===== config.mk =====
export PLATFORM = sky130hd
export DESIGN_NAME = video_sdram_arbiter
export DESIGN_NICKNAME = d
export VERILOG_FILES = /design/src/rtl/video_arb_pkg.sv /design/src/rtl/arb_toggle_port.sv /design/src/rtl/video_sdram_arbiter.sv
export SDC_FILE = /design/constraint.sdc
export NUM_CORES = 1
export LEC_CHECK = 0
export CORE_MARGIN = 2
export CORE_UTILIZATION = 47
export CTS_BUF_LIST = sky130_fd_sc_hd__clkbuf_8
export CTS_CLUSTER_SIZE = 10
export DETAILED_ROUTE_END_ITERATION = 16
export DONT_BUFFER_PORTS = 1
export HOLD_SLACK_MARGIN = 0.15
export SLEW_MARGIN = 40
export SYNTH_ARGS = -nofsm -noshare
export SYNTH_HDL_FRONTEND = slang
export SYNTH_SLANG_ARGS = --single-unit

===== constraint.sdc =====
create_clock -name clk_sys -period 1.7 [get_ports clk_sys]
set_input_delay 0.255 -clock clk_sys [delete_from_list [all_inputs] [get_ports clk_sys]]
set_output_delay 0.255 -clock clk_sys [all_outputs]
set_load 0.01 [all_outputs]

===== src/rtl/video_arb_pkg.sv =====
// Shared types and constants for the video/CPU SDRAM arbiter.
package video_arb_pkg;

  typedef enum logic {
    IDLE = 1'b0,
    WAIT = 1'b1
  } arb_state_e;

  localparam logic [1:0] PORT_VO  = 2'd0;
  localparam logic [1:0] PORT_VI  = 2'd1;
  localparam logic [1:0] PORT_CPU = 2'd2;

  localparam int STARVE_W = 4;

endpackage


===== src/rtl/arb_toggle_port.sv =====
// One toggle-handshake requester: holds the ack register and derives pending.
module arb_toggle_port (
  input  logic clk_i,
  input  logic reset_i,
  input  logic req_i,
  input  logic done_i,
  output logic ack_o,
  output logic pending_o
);

  logic ack_q, ack_d;

  // Ack follows req on completion, so a stray second toggle during service
  // cancels itself instead of leaving a phantom request behind.
  always_comb begin
    ack_d = ack_q;
    if (done_i) ack_d = req_i;
  end

  always_ff @(posedge clk_i) begin
    if (reset_i) ack_q <= 1'b0;
    else         ack_q <= ack_d;
  end

  assign ack_o     = ack_q;
  assign pending_o = req_i ^ ack_q;

endmodule


===== src/rtl/video_sdram_arbiter.sv =====
// Three-port SDRAM arbiter (video read, video write, CPU) with CPU anti-starvation,
// single outstanding transaction on a toggle-handshake controller port.
module video_sdram_arbiter
  import video_arb_pkg::*;
#(
  parameter int ADDR_W       = 23,
  parameter int STARVE_LIMIT = 4
) (
  input  logic              clk_sys,
  input  logic              reset,
  input  logic              vo_req,
  input  logic [ADDR_W-1:0] vo_addr,
  output logic [15:0]       vo_q,
  output logic              vo_ack,
  input  logic              vi_req,
  input  logic [ADDR_W-1:0] vi_addr,
  input  logic [15:0]       vi_d,
  output logic              vi_ack,
  input  logic              cpu_req,
  input  logic              cpu_we,
  input  logic [ADDR_W-1:0] cpu_addr,
  input  logic [1:0]        cpu_ds,
  input  logic [15:0]       cpu_din,
  output logic [15:0]       cpu_dout,
  output logic              cpu_ack,
  output logic              mem_req,
  output logic              mem_we,
  output logic [ADDR_W-1:0] mem_addr,
  output logic [1:0]        mem_ds,
  output logic [15:0]       mem_din,
  input  logic [15:0]       mem_dout,
  input  logic              mem_ack
);

  localparam logic [STARVE_W-1:0] STARVE_MAX = STARVE_W'(STARVE_LIMIT);
  localparam logic [STARVE_W-1:0] STARVE_ONE = STARVE_W'(1);

  arb_state_e          state_q, state_d;
  logic [1:0]          grant_q, grant_d;
  logic [STARVE_W-1:0] starve_q, starve_d;
  logic                mem_req_q, mem_req_d;
  logic                mem_we_q, mem_we_d;
  logic [ADDR_W-1:0]   mem_addr_q, mem_addr_d;
  logic [1:0]          mem_ds_q, mem_ds_d;
  logic [15:0]         mem_din_q, mem_din_d;
  logic [15:0]         vo_data_q, vo_data_d;
  logic [15:0]         cpu_data_q, cpu_data_d;

  logic [2:0] req_vec, done_vec, ack_vec, pend_vec;
  logic [1:0] sel;
  logic       any_pend;

  assign req_vec[PORT_VO]  = vo_req;
  assign req_vec[PORT_VI]  = vi_req;
  assign req_vec[PORT_CPU] = cpu_req;

  generate
    for (genvar gi = 0; gi < 3; gi++) begin : g_port
      arb_toggle_port u_port (
        .clk_i     (clk_sys),
        .reset_i   (reset),
        .req_i     (req_vec[gi]),
        .done_i    (done_vec[gi]),
        .ack_o     (ack_vec[gi]),
        .pending_o (pend_vec[gi])
      );
    end
  endgenerate

  assign any_pend = |pend_vec;

  // Fixed priority vo > vi > cpu, overridden once the CPU has waited out STARVE_LIMIT grants.
  always_comb begin
    sel = PORT_VI;
    if (pend_vec[PORT_CPU] &&
        (starve_q == STARVE_MAX || !(pend_vec[PORT_VO] || pend_vec[PORT_VI])))
      sel = PORT_CPU;
    else if (pend_vec[PORT_VO])
      sel = PORT_VO;
  end

  always_comb begin
    state_d    = state_q;
    grant_d    = grant_q;
    starve_d   = starve_q;
    mem_req_d  = mem_req_q;
    mem_we_d   = mem_we_q;
    mem_addr_d = mem_addr_q;
    mem_ds_d   = mem_ds_q;
    mem_din_d  = mem_din_q;
    vo_data_d  = vo_data_q;
    cpu_data_d = cpu_data_q;
    done_vec   = 3'b000;
    case (state_q)
      IDLE: begin
        if (!pend_vec[PORT_CPU]) starve_d = '0;
        if (any_pend) begin
          state_d   = WAIT;
          grant_d   = sel;
          mem_req_d = ~mem_req_q;
          case (sel)
            PORT_VO: begin
              mem_we_d   = 1'b0;
              mem_ds_d   = 2'b11;
              mem_addr_d = vo_addr;
            end
            PORT_VI: begin
              mem_we_d   = 1'b1;
              mem_ds_d   = 2'b11;
              mem_addr_d = vi_addr;
              mem_din_d  = vi_d;
            end
            default: begin
              mem_we_d   = cpu_we;
              mem_ds_d   = cpu_ds;
              mem_addr_d = cpu_addr;
              mem_din_d  = cpu_din;
            end
          endcase
          if (sel == PORT_CPU)
            starve_d = '0;
          else if (pend_vec[PORT_CPU] && starve_q != STARVE_MAX)
            starve_d = starve_q + STARVE_ONE;
        end
      end
      default: begin
        if (mem_ack == mem_req_q) begin
          state_d = IDLE;
          case (grant_q)
            PORT_VO: begin
              done_vec[PORT_VO] = 1'b1;
              if (!mem_we_q) vo_data_d = mem_dout;
            end
            PORT_VI: done_vec[PORT_VI] = 1'b1;
            default: begin
              done_vec[PORT_CPU] = 1'b1;
              if (!mem_we_q) cpu_data_d = mem_dout;
            end
          endcase
        end
      end
    endcase
  end

  always_ff @(posedge clk_sys) begin
    if (reset) begin
      state_q    <= IDLE;
      grant_q    <= PORT_VO;
      starve_q   <= '0;
      mem_req_q  <= 1'b0;
      mem_we_q   <= 1'b0;
      mem_addr_q <= '0;
      mem_ds_q   <= 2'b00;
      mem_din_q  <= '0;
      vo_data_q  <= '0;
      cpu_data_q <= '0;
    end else begin
      state_q    <= state_d;
      grant_q    <= grant_d;
      starve_q   <= starve_d;
      mem_req_q  <= mem_req_d;
      mem_we_q   <= mem_we_d;
      mem_addr_q <= mem_addr_d;
      mem_ds_q   <= mem_ds_d;
      mem_din_q  <= mem_din_d;
      vo_data_q  <= vo_data_d;
      cpu_data_q <= cpu_data_d;
    end
  end

  assign mem_req  = mem_req_q;
  assign mem_we   = mem_we_q;
  assign mem_addr = mem_addr_q;
  assign mem_ds   = mem_ds_q;
  assign mem_din  = mem_din_q;
  assign vo_q     = vo_data_q;
  assign cpu_dout = cpu_data_q;
  assign vo_ack   = ack_vec[PORT_VO];
  assign vi_ack   = ack_vec[PORT_VI];
  assign cpu_ack  = ack_vec[PORT_CPU];

endmodule


==> results.md, run 1 <==
* Number of antenna violations at the first check in global routing at 0
* Average wire per standard cell at 21.7 µm
* Type of the worst setup path: reg2reg
* Layout net count at 631
* Stage delay of the slowest cell on the critical path at 380 ps
* DRC violation count after routing at 0
* Area post-placement at 4120 µm²
* Number of filler cells placed in the layout at 608
* Die height at 95.9 µm
* CTS tree: done
* Number of global-route vias before repair at 3,567
* Initial core utilization at 48.3%
* Primary flip-flop cell chosen by synthesis mapping: dfxtp_1
* Horiz. Die Dim at 95.9 µm
* Total clock sinks at 85
* Global-route wire length before repair at 17,700 µm
* IR drop worst, VDD at 504 µV
* Synthesized area per cell at 9.84 µm²
* Outcome: complete, but fails checks
* Number of routed nets with antenna violations at 0
* Worst hold path class: in2reg
* Final design instance area without fill at 5660 µm²
* Share of the synthesized area in the top cell type at 42.9%
* Overall die area at 9190 µm²
* Startpoint kind of the worst setup timing path: flip-flop
* Placement row count at 33
* DR vias at 3,840
* Critical-path top delay cell: a2111oi_4
* Violations in the final reports: negative setup slack
* Synth Warn # at 0
* Clock tree root driver cell: clkbuf_8
* Tcrit/Tclk final at 105%
* Critical path, cell by cell: inv_2 > ha_4 > and3b_2 > a2111oi_4 > buf_6 > clkbuf_16 > a32oi_2 > nand3_2
* CP Max Fanout at 6
* TritonCTS Buffers at 9
* Count of boundary I/O pins at 204
* Setup_tns at -925 ps
* Sequential cell area fraction in the yosys report at 42.9%
* Req. time, crit path at 1990 ps
* Cell type group with the largest total delay on the critical path: compound AO/OA/AOI/OAI gates
* Via density at 6.24
* Count of placed standard cells in the final layout, fillers left out at 615
* Worst path arrival time at 2070 ps
* Final core utilization at 68.8%
* Largest net degree at the start of global routing at 53
* CTS H-tree lvls at 3
* Count of flip-flops with a built-in enable after synthesis at 0
* Synth cell types at 43
* Gr ovfl total at 0
* Number of DRC markers in iteration 0 at 203
* Total global routing track utilization at 24.6%
* RSZ-0062 raised after global routing: true
* Post-synth top area cell: dfxtp_1
* Post-Place Cells at 495
* Relative area change from synthesis to final layout at 42.6%
* Clock latency on the worst-skew pair at 350 ps
* Peak Freq at 562 MHz
* Synthesis-stage register bit count at 85
* Skew final at 14.3 ps
* Leak Pwr at 2.40 nW
* Max Root-Sink Buffers at 2
* Synth Instances at 403
* Kind of end point of the critical path: flip-flop
* Final setup fails at 24
* Wire length reported by the detailed router at 13,400 µm
* Number of search-and-repair iterations in the first detailed-routing pass at 5
* Fraction of final layout cells with drive strength greater than 1 at 22.8%
* Fin. max-slew vios at 0
* Final estimated routing congestion in global placement at 0.774
* Netlist area before placement at 3970 µm²
* Number of violations of the max-capacitance limit at 0
* Area of the placeable core at 8220 µm²
* I/O Buffers at 0
* Final setup slack of the worst path at -79.2 ps
* Fraction of registers with async set or reset after synthesis at 0%
* Min Tclk post-route at 1780 ps
* Count of buffer and inverter cells on the critical path at 3
* Power density normalized to cell area at 879 nW/µm²
* Worst hold slack across all endpoints at 199 ps
* Slew at the pin closest to its max-slew limit at 413 ps
* Clock-pin slew reported for the worst setup and hold paths after clock tree synthesis at 90 ps
* Total nets after synthesis at 531
* Area contributors post-synth: dfxtp_1 (43%), mux2i_1 (8.8%), nand3_1 (6.6%), a32oi_1 (5.1%), nor2_1 (4.1%)
* Count of final hold-check violations at 0
* Worst-case headroom to the max-slew limit at 72.3%
* Most frequent cells after synthesis: dfxtp_1 (85), nand3_1 (52), nor2_1 (43), mux2i_1 (35)
* HPWL Detailed at 6920 µm
* Most frequent cell after synthesis: dfxtp_1
stage by stage:
stage | worst slack (ps) | total power [W]
final | -79.2 | 0.00497
after global routing | -144 | 0.00519
after floorplan | 8.74 | 0.00309
after detailed placement | -6.06 | 0.00330
after global placement | 35.4 | 0.00328
after CTS | -27.3 | 0.00480
worst paths after layout:
path                                  start            to  slack [ps]  depth (start not counted)
worst max-delay path            starve_q[1]  mem_addr[11]         -80                          8
worst min-delay path                  reset   starve_q[1]         200                          2
worst max register to register  starve_q[1]  mem_addr[11]         -80                          8
worst min register to register  starve_q[2]   starve_q[2]         520                          2
what timing repair did:
item	4_1_cts	5_1_grt
endpoints found under the hold margin	69	0
cloned	0	6
hold buffers	93	0
pin swaps	0	33
setup endpoints to repair	20	46
gates resized for setup	1	51
setup buffers	0	4
where the power goes:
group          internal (W)  leakage [nW]  switching (W)
combinational      0.000627          1.62       0.000629
sequential          0.00218         0.697       0.000235
clock              0.000536        0.0846       0.000761
sequential cells by signal (all words and copies together) (netlist names):
name                 cells
cpu_dout                16
g_port.u_port.ack_o      3
grant_q                  2
mem_addr                23
mem_din                 16
mem_ds                   2
mem_req                  1
mem_we                   1
starve_q                 4
state_q                  1
vo_q                    16
cells by family after synthesis:
| group | Yosys count | synth area share (%) |
|---|---|---|
| muxes | 35 | 8.83 |
| xor gates and xnor gates | 7 | 2.40 |
| AOI/OAI and AO/OA | 91 | 20.9 |
| adders and majority gates | 2 | 0.631 |
| DFF | 85 | 42.9 |
| and+or+nand+nor | 136 | 17.0 |
| buffers and inverters | 47 | 7.32 |
per-layer routing:
metal  vias up  routed length [µm]  track usage (%)
li1       1737                   -                -
met1      1822                5080             29.8
met2       224                6480             40.0
met3        57                1230             7.13
met4         0                 569             11.5
met5         -                   0                0
placed cells by master, fill, tap and decap left out, types with 9 or more instances in the layout:
master and n:
a21boi_1 9, dfxtp_1 83, dlygate4sd3_1 92, nand3_1 20, mux2i_1 35, nor2_1 43
nand4_1 23, clkbuf_8 9, a2bb2oi_1 16, a32oi_1 16, o221a_1 11, nand3_2 29
buf_4 24
cell type report:
class	instances	area (µm²)	area share, %
flip-flops and latches	85	1700	30.1
multi-input cells	271	2230	39.5
inverters	5	18.8	0.332
clock inverters	7	51.3	0.907
clock buffers	9	124	2.19
diodes	2	5.00	0.0885
repair buffers	131	1390	24.5
well taps	105	131	2.32
No activity file was read; power rests on OpenSTA's default activity.
==> run 2: changes to the inputs <==
--- a/config.mk
+++ b/config.mk
@@ -5,13 +5,15 @@
 export SDC_FILE = /design/constraint.sdc
 export NUM_CORES = 1
 export LEC_CHECK = 0
+export CORE_ASPECT_RATIO = 0.9
 export CORE_MARGIN = 2
-export CORE_UTILIZATION = 47
+export CORE_UTILIZATION = 50
 export CTS_BUF_LIST = sky130_fd_sc_hd__clkbuf_8
 export CTS_CLUSTER_SIZE = 10
 export DETAILED_ROUTE_END_ITERATION = 16
 export DONT_BUFFER_PORTS = 1
 export HOLD_SLACK_MARGIN = 0.15
+export PLACE_DENSITY = 0.68
 export SLEW_MARGIN = 40
 export SYNTH_ARGS = -nofsm -noshare
 export SYNTH_HDL_FRONTEND = slang
==> run 2 against run 1 <==
  * Non-clock buffer count fell by 6
  * Largest cell class unchanged
  * The run still ends with negative setup slack left
  * First-iteration DRC count rose by 38%
  * Worst hold slack got worse by 11 ps
==> results.md, run 2 (synthesis results as in run 1) <==
* Wire length reported by the detailed router at 12,800 µm (-3.9%)
* Clock tree root driver cell: clkbuf_8
* IR drop worst, VDD at 628 µV (+25%)
* Tcrit/Tclk final at 104% (-0.47 points)
* Clock share of power at 29.4% (+3.3 points)
* Layer carrying the most global-route usage: met2
* Number of antenna violations at the first check in global routing at 0 (unchanged)
* Relative area change from synthesis to final layout at 39.9%
* Max FFs per register at 23 (unchanged)
* Die height at 88.5 µm (-7.7%)
* Global-route wire length before repair at 18,700 µm (+5.6%)
* Gr ovfl total at 0 (unchanged)
* I/O Buffers at 0 (unchanged)
* Commonest cells after routing, fill and taps aside: dlygate4sd3_1 (91), dfxtp_1 (82), nor2_1 (43), mux2i_1 (35), nand3_1 (24)
* Via density at 6.33 (+1.4%)
* Type of the worst setup path: reg2reg
* Final estimated routing congestion in global placement at 0.822 (+6.2%)
* Startpoint kind of the worst setup timing path: flip-flop
* Number of DRC markers in iteration 0 at 280 (+38%)
* GRT met2 Usage at 46.0% (+5.9 points)
* Combinational Power Share at 23.2% (-2.1 points)
* Clock-pin slew reported for the worst setup and hold paths after clock tree synthesis at 90 ps (about the same)
* Count of final hold-check violations at 0 (unchanged)
* HPWL Detailed at 7180 µm (+3.8%)
* Fraction of final layout cells with drive strength greater than 1 at 20.3% (-2.5 points)
* Count of placed standard cells in the final layout, fillers left out at 599 (-2.6%)
* Worst hold slack across all endpoints at 188 ps (-11.0 ps)
* Total global routing track utilization at 26.8% (+2.3 points)
* Worst hold path class: in2reg
* CTS tree: done
* Slew at the pin closest to its max-slew limit at 394 ps (-19.6 ps)
* Count of boundary I/O pins at 204 (unchanged)
* Proportion of total power due to net switching at 31.9% (-0.82 points)
* Number of cells on the worst reg-to-reg path at 8 (unchanged)
* Leak Pwr at 2.36 nW (-1.7%)
* Power density normalized to cell area at 923 nW/µm² (+5.0%)
* TritonCTS Buffers at 9 (unchanged)
* Met1 track demand over resource at 31.1% (+1.3 points)
* Skew final at 9.76 ps (-4.56 ps)
* Req. time, crit path at 2000 ps (about the same)
* Hold-critical path depth at 2 (unchanged)
* Final design instance area without fill at 5550 µm² (-1.9%)
* Peak Freq at 565 MHz (+0.45%)
* DRC violation count after routing at 0 (unchanged)
* Final setup slack of the worst path at -71.2 ps (+8.01 ps)
* DR vias at 3,793 (-1.2%)
* Final setup fails at 24 (unchanged)
* M3 GR Usage at 10.0% (+2.9 points)
* Critical-path top delay cell: a2111oi_4
* Initial core utilization at 52.1% (+3.8 points)
* Horiz. Die Dim at 97.9 µm (+2.1%)
* RSZ-0062 raised after global routing: true
* Most common cell after layout, fill and taps aside: dlygate4sd3_1
* Max Root-Sink Buffers at 2 (unchanged)
* Worst-case headroom to the max-slew limit at 73.6% (+1.3 points)
* Stage delay of the slowest cell on the critical path at 390 ps (about the same)
* Number of routed nets with antenna violations at 0 (unchanged)
* Number of global-route vias before repair at 3,678 (+3.1%)
* Switching power of the nets at 0.00163 W (+0.46%)
* Min Tclk post-route at 1770 ps (-8.01 ps)
* Clock latency on the worst-skew pair at 360 ps (about the same)
* CTS H-tree lvls at 3 (unchanged)
* Total clock sinks at 85 (unchanged)
* Largest net degree at the start of global routing at 63 (+19%)
* Number of violations of the max-capacitance limit at 0 (unchanged)
* Outcome: complete, but fails checks
* Critical path, cell by cell: inv_2 > ha_4 > and3b_2 > a2111oi_4 > buf_6 > clkbuf_16 > nand3_1 > nand3_1
* Worst path arrival time at 2080 ps (about the same)
* Kind of end point of the critical path: flip-flop
* Overall die area at 8660 µm² (-5.7%)
* Post-Place Cells at 485 (-2.0%)
* Number of search-and-repair iterations in the first detailed-routing pass at 6 (+1)
* Layout net count at 625 (-0.95%)
* Area of the placeable core at 7620 µm² (-7.3%)
* Average wire per standard cell at 21.4 µm (-1.3%)
* CP Max Fanout at 6 (unchanged)
* Power share of the sequential group at 47.4% (-1.3 points)
* Fin. max-slew vios at 0 (unchanged)
* Violations in the final reports: negative setup slack
* Internal at 0.00349 W (+4.3%)
* Placement row count at 30 (-9.1%)
* Area post-placement at 4130 µm² (+0.15%)
* Crit path top cell by count: nand3_1
-- run 2: cell types whose count changed in the layout (fill, tap and decap cells not counted), moves of 3 or more --
cell	delta
clkinvlp_4	-3
nand3_1	+4
a32oi_2	-7
buf_4	-3
inv_6	+3
nand3_2	-6
a32oi_1	+7
-- run 2: path summary, 6_finish.rpt --
kind / startpoint / slack (ps) / endpoint
hold reg to reg: starve_q[3] / 500 / starve_q[3]
setup / recovery: starve_q[0] / -70 / mem_addr[3]
hold / removal: reset / 190 / mem_we
setup reg to reg: starve_q[0] / -70 / mem_addr[3]
-- run 2: through the flow --
| stage | setup TNS (ps) | setup WS [ps] | util (%) | total power (W) |
|---|---|---|---|---|
| finish | -972 | -71.2 | 72.8 | 0.00512 |
| global route | -2810 | -154 | 72.8 | 0.00535 |
| CTS | 0 | 0.853 | 69.1 | 0.00502 |
| detailed placement | -76.5 | -20.5 | 54.2 | 0.00333 |
| global placement | 0 | 27.3 | 54.2 | 0.00330 |
| floorplan | 0 | 8.74 | - | 0.00309 |
-- run 2: what timing repair did --
item | 4_1_cts | 5_1_grt
gates cloned | 0 | 3
setup buffers | 0 | 2
endpoints found under the setup margin | 26 | 39
hold endpoints to repair | 69 | 0
resized for setup | 2 | 41
pin swaps | 0 | 26
hold buffers | 92 | 0
-- run 2: metal layers --
layer | share of wire, % | routed length [µm] | vias to the layer above
met2 | 49 | 6260 | 257
li1 | - | - | 1716
met5 | 0 | 0 | -
met4 | 3.7 | 479 | 0
met3 | 11 | 1420 | 64
met1 | 36 | 4670 | 1756
-- run 2: worst max-delay path: cells and delay by family (launching register included) --
kind                     cells  cell delay (ps)
adder cells (fa/ha/maj)      1              140
buffers and inverters        3              390
flip-flops                   1              350
AND/OR/NAND/NOR              3              450
AO/OA/AOI/OAI                1              390
-- run 2: layout make-up --
cell class	count	area, µm²
fill	533	2070
inverter	5	18.8
multi-input combinational	271	2170
clock inverter	7	81.3
clock buffer	9	124
tap	96	120
antenna	1	2.50
timing repair buffer	125	1320
sequential	85	1710
-- run 2: power by group through the flow --
| stage | clock, W | sequential [W] | combinational [W] |
|---|---|---|---|
| CTS | 0.00154 | 0.00242 | 0.00107 |
| global placement | 0 | 0.00246 | 0.000839 |
| floorplan | 0 | 0.00242 | 0.000677 |
| global route | 0.00163 | 0.00245 | 0.00128 |
| detailed placement | 0 | 0.00246 | 0.000866 |
| finish | 0.00151 | 0.00243 | 0.00119 |
